`src/rtl/elevator_call_panel.sv`:
```
// Elevator call panel: synchronizes and debounces the hall/car buttons and
// latches presses as pending requests until the door opens at that floor.

module ecp_debounce #(
  parameter int DEBOUNCE_CYCLES = 4
) (
  input  logic clk,
  input  logic reset,
  input  logic raw,
  output logic press
);
  localparam logic [7:0] LIM = 8'(DEBOUNCE_CYCLES - 1);

  logic       s1, s2, st;
  logic [7:0] cnt;

  always_ff @(posedge clk) begin
    if (reset) begin
      s1  <= 1'b0;
      s2  <= 1'b0;
      st  <= 1'b0;
      cnt <= '0;
    end else begin
      s1 <= raw;
      s2 <= s1;
      if (s2 == st) begin
        cnt <= '0;
      end else if (cnt == LIM) begin
        st  <= s2;
        cnt <= '0;
      end else begin
        cnt <= cnt + 8'd1;
      end
    end
  end

  // Fires on the same edge that st is about to rise, so the request sets with it.
  assign press = s2 & ~st & (cnt == LIM);
endmodule

module elevator_call_panel #(
  parameter int DEBOUNCE_CYCLES = 4
) (
  input  logic       clk,
  input  logic       reset,
  input  logic [3:0] u_btn,
  input  logic [3:0] d_btn,
  input  logic [3:0] i_btn,
  input  logic [2:0] F,
  input  logic [1:0] dir,
  input  logic       door,
  output logic [3:0] u,
  output logic [3:0] d,
  output logic [3:0] i,
  output logic       req_pending
);
  // Button index: [3:0] up, [7:4] down, [11:8] car. No up at F4, no down at F1.
  localparam logic [11:0] LIVE = 12'b1111_1110_0111;

  logic [11:0] raw, press, req_q, req_d;
  logic [3:0]  clr;
  logic        svc;
  logic        unused_in;

  assign raw       = {i_btn, d_btn, u_btn};
  assign unused_in = ^{raw[3], raw[4], dir[0]};

  for (genvar b = 0; b < 12; b++) begin : g_btn
    if (LIVE[b]) begin : g_live
      ecp_debounce #(.DEBOUNCE_CYCLES(DEBOUNCE_CYCLES)) u_db (
        .clk   (clk),
        .reset (reset),
        .raw   (raw[b]),
        .press (press[b])
      );
    end else begin : g_dead
      assign press[b] = 1'b0;
    end
  end

  // Between-floor codes (F[2]=1) never clear, even with the door open.
  assign svc = door & ~dir[1] & ~F[2];
  assign clr = svc ? (4'b0001 << F[1:0]) : 4'b0000;

  always_ff @(posedge clk) begin
    if (reset) begin
      req_q       <= '0;
      req_pending <= 1'b0;
    end else begin
      req_q       <= req_d;
      req_pending <= |req_q;
    end
  end

  // Each bit: IDLE -> PENDING on press, PENDING -> IDLE on service; clear wins.
  always_comb begin
    req_d = (req_q | press) & ~{clr, clr, clr} & LIVE;
  end

  always_comb begin
    u = req_q[3:0];
    d = req_q[7:4];
    i = req_q[11:8];
  end
endmodule

```
`config.mk`:
```
export PLATFORM = sky130hd
export DESIGN_NAME = elevator_call_panel
export DESIGN_NICKNAME = d
export VERILOG_FILES = /design/src/rtl/elevator_call_panel.sv
export SDC_FILE = /design/constraint.sdc
export NUM_CORES = 1
export LEC_CHECK = 0
export BUFFER_PORTS_ARGS = -buffer_cell sky130_fd_sc_hd__buf_2
export CORE_ASPECT_RATIO = 1.1
export CORE_MARGIN = 10
export CORE_UTILIZATION = 59
export CTS_CLUSTER_DIAMETER = 50
export DETAILED_ROUTE_END_ITERATION = 8
export PLACE_DENSITY = 0.75
export SYNTH_ARGS = -nofsm -noshare
export SYNTH_HDL_FRONTEND = slang
export SYNTH_SLANG_ARGS = --single-unit
```
`constraint.sdc`:
```
create_clock -name clk -period 2.7 [get_ports clk]
set_input_delay 0.27 -clock clk [delete_from_list [all_inputs] [get_ports clk]]
set_output_delay 0.27 -clock clk [all_outputs]
set_load 0.01 [all_outputs]
```
==> flow_summary_export.csv <==
group,metric,value,unit
critical_path,critPathArrivalTime,2120,ps
yosys,synth_seq_area_share,0.480,
yosys,synth_top_area_frac,0.480,
global_route,grt_max_degree,40,
place,post-place-cells,681,
routing,drt-vias-per-instance,5.61,
clocking,cts_tree,"yes",
routing,drtPass1Iterations,4,
sta,min_period,1730,ps
critical_path,critPathKind,"reg2reg",
yosys,synth_most_common_cell,"dfxtp_1",
floorplanning,die_w,108,um
global_route,antenna_found_initial,0,
routing,wl,9.77,mm
floorplanning,initial_core_util,0.604,
critical_path,r2r-end,"g_btn[5].g_live.u_db.st",
job,maxCapViolCount,0,
place,placed_cell_area,5270,um^2
clocking,cts_buffers,17,
yosys,synth-seq-cells,121,
routing,via_count,4048,
global_route,grt_pass1_wl,17.2,mm
yosys,synth_warnings,0,
critical_path,crit_end,"g_btn[5].g_live.u_db.st",
sta,maxSlewHeadroom,0.522,
sta,fin_crit_sh,0.639,
yosys,async_flop_share,0,
layout,final_util,0.704,
floorplanning,num_rows,35,
critical_path,crit_start,"g_btn[5].g_live.u_db.cnt[0]",
floorplanning,fp.coreArea,8360,um^2
routing,drtIter0Drc,181,
run_status,outcome,"complete, no violations",
yosys,synth_area_leaders,"dfxtp_1, ha_1, a21oi_1, nand3_1, nor2_1",
sta,fmax,579,MHz
routing,wl_per_cell,13.5,um
min_path,hold_class,"in2reg",
yosys,yosysTopAreaCell,"dfxtp_1",
place,gp_congestion,0.812,
sta,maxSlewViolCount,0,
global_route,grt_pass1_vias,3956,
critical_path,endpoint_kind,"register",
clocking,htreeDepth,4,
yosys,synth_ff_type,"dfxtp_1",
critical_path,cp_data_required_time,3090,ps
floorplanning,ios,33,
place,port_buffers,27,
clocking,cts.path.max_buffers,2,
min_path,hp-start,"i_btn[0]",
power_and_ir_drop,p_leak,0.00203,uW
clocking,clock-sinks,121,
sta,fin_skew,6.98,ps
yosys,syn_inst,554,
critical_path,reg2reg_slack,970,ps
sta,fin_tns_setup,0,ps
place,post-dp-hpwl,6.69,mm
layout,final_cell_area,5890,um^2
clocking,post_cts_resized,0,
power_and_ir_drop,p_total,3910,uW
sta,rsz0062_at_grt,"no",
floorplanning,die_height,117,um
routing,detail-route-antenna-nets,0,
yosys,syn_area_per_cell,9.12,um^2
yosys,ys_top_cells_by_count,"dfxtp_1, nor2_1, a21oi_1",
layout,final_layout_size_suffix_gt1_frac,0.138,
power_and_ir_drop,ir_drop,0.000459,V
floorplanning,die_area,12700,um^2
routing,post-route-drc-count,0,
critical_path,r2r_start,"g_btn[5].g_live.u_db.cnt[0]",
layout,syn_to_final_growth,16.5,%
clocking,clock_latency,500,ps
yosys,synth-edff-count,0,
power_and_ir_drop,power.density,665,nW/um^2
critical_path,cp_max_fo,5,
layout,finalNonFillerCells,721,
critical_path,cp-start-kind,"register",
global_route,grt_overflow,0,
sta,tightest_slew,717,ps
layout,final_nets,637,
clocking,cts_setup_buffers,0,
global_route,track_usage,0.167,
sta,finalHoldViolCount,0,
clocking,cts-root-buf,"clkbuf_8",
yosys,netlist-cell-type-count,46,
yosys,syn_area,5050,um^2
sta,setup_viol,0,
critical_path,ff2ff_path_depth,4,
clocking,path_clk_slew,50,ps
layout,diodes,0,
timing repair:
action	4_1_cts	5_1_grt
hold endpoints to repair	8	0
hold buffers	8	0
endpoints found under the setup margin	0	0
per-stage QoR:
stage	hold WS [ps]	setup slack (ps)
floorplan	398	1220
global placement	416	1040
detailed placement	424	974
CTS	6.96	973
global route	14.1	816
finish	19.0	974
layer usage:
| metal | global-route usage | share of wire | vias to the layer above |
|---|---|---|---|
| li1 | - | - | 2051 |
| met1 | 0.183 | 0.44 | 1913 |
| met2 | 0.294 | 0.51 | 71 |
| met3 | 0.0471 | 0.035 | 13 |
| met4 | 0.0731 | 0.014 | 0 |
| met5 | 0 | 0 | - |
worst max-delay path: stages (launching register included):
cell and delay [ps]:
dfxtp_1 390, ha_1 240, nor4b_1 580, a211oi_1 160, a41o_1 240
report_power, final:
part           total [uW]  internal [uW]  switching (uW)  leakage [uW]
logic                90.4           42.0            48.4      0.000807
registers            1820           1810            9.77      0.000979
clock network        2010           1230             775      0.000245
worst min-delay path by stage:
stage	slack, ps	end	depth (start not counted)
floorplan	400	g_btn[0].g_live.u_db.s1	1
detailed placement	420	g_btn[9].g_live.u_db.s2	1
global placement	420	g_btn[6].g_live.u_db.s2	1
global route	10	g_btn[8].g_live.u_db.s1	2
finish	20	g_btn[8].g_live.u_db.s1	2
CTS	7	g_btn[8].g_live.u_db.s1	2
kinds of logic after synthesis:
family	share of synthesized area
xor gates and xnor gates	0.0433
buffers and inverters	0.0379
DFF	0.480
and+or+nand+nor	0.254
other	0.000742
adders and majority gates	0.0495
AOI/OAI and AO/OA	0.129
muxes	0.00595
state kept, by name, summed over array words and instances, names as in the netlist:
| name | count |
|---|---|
| req_pending | 1 |
| g_btn.g_live.u_db.s2 | 10 |
| g_btn.g_live.u_db.s1 | 10 |
| req_q | 10 |
| g_btn.g_live.u_db.st | 10 |
| g_btn.g_live.u_db.cnt | 80 |
final cells by class:
type | count | area, um^2
fill | 658 | 2480
multi-input combinational | 389 | 2440
sequential | 121 | 2420
clock buffer | 20 | 435
timing repair buffer | 37 | 230
tap | 111 | 139
inverter | 31 | 116
clock inverter | 12 | 103
layout by cell type, fill, tap and decap left out, types with 5 or more instances in the layout:
master / count
nor3_1: 10
or3_1: 26
clkinvlp_4: 7
nor4b_1: 6
nand3_1: 38
clkbuf_16: 16
nand2b_1: 5
buf_2: 27
nand4_1: 8
nor4_1: 9
a21oi_1: 40
nor3b_1: 5
nor2_1: 50
dlygate4sd3_1: 8
nand2_1: 27
xor2_1: 19
xnor2_1: 6
o21ai_0: 27
or2_2: 9
a31oi_1: 5
dfxtp_1: 121
a31o_2: 6
or4_1: 5
inv_1: 31
o31ai_1: 5
nor2b_1: 25
ha_1: 20
No activity file was read; power rests on OpenSTA's default activity.
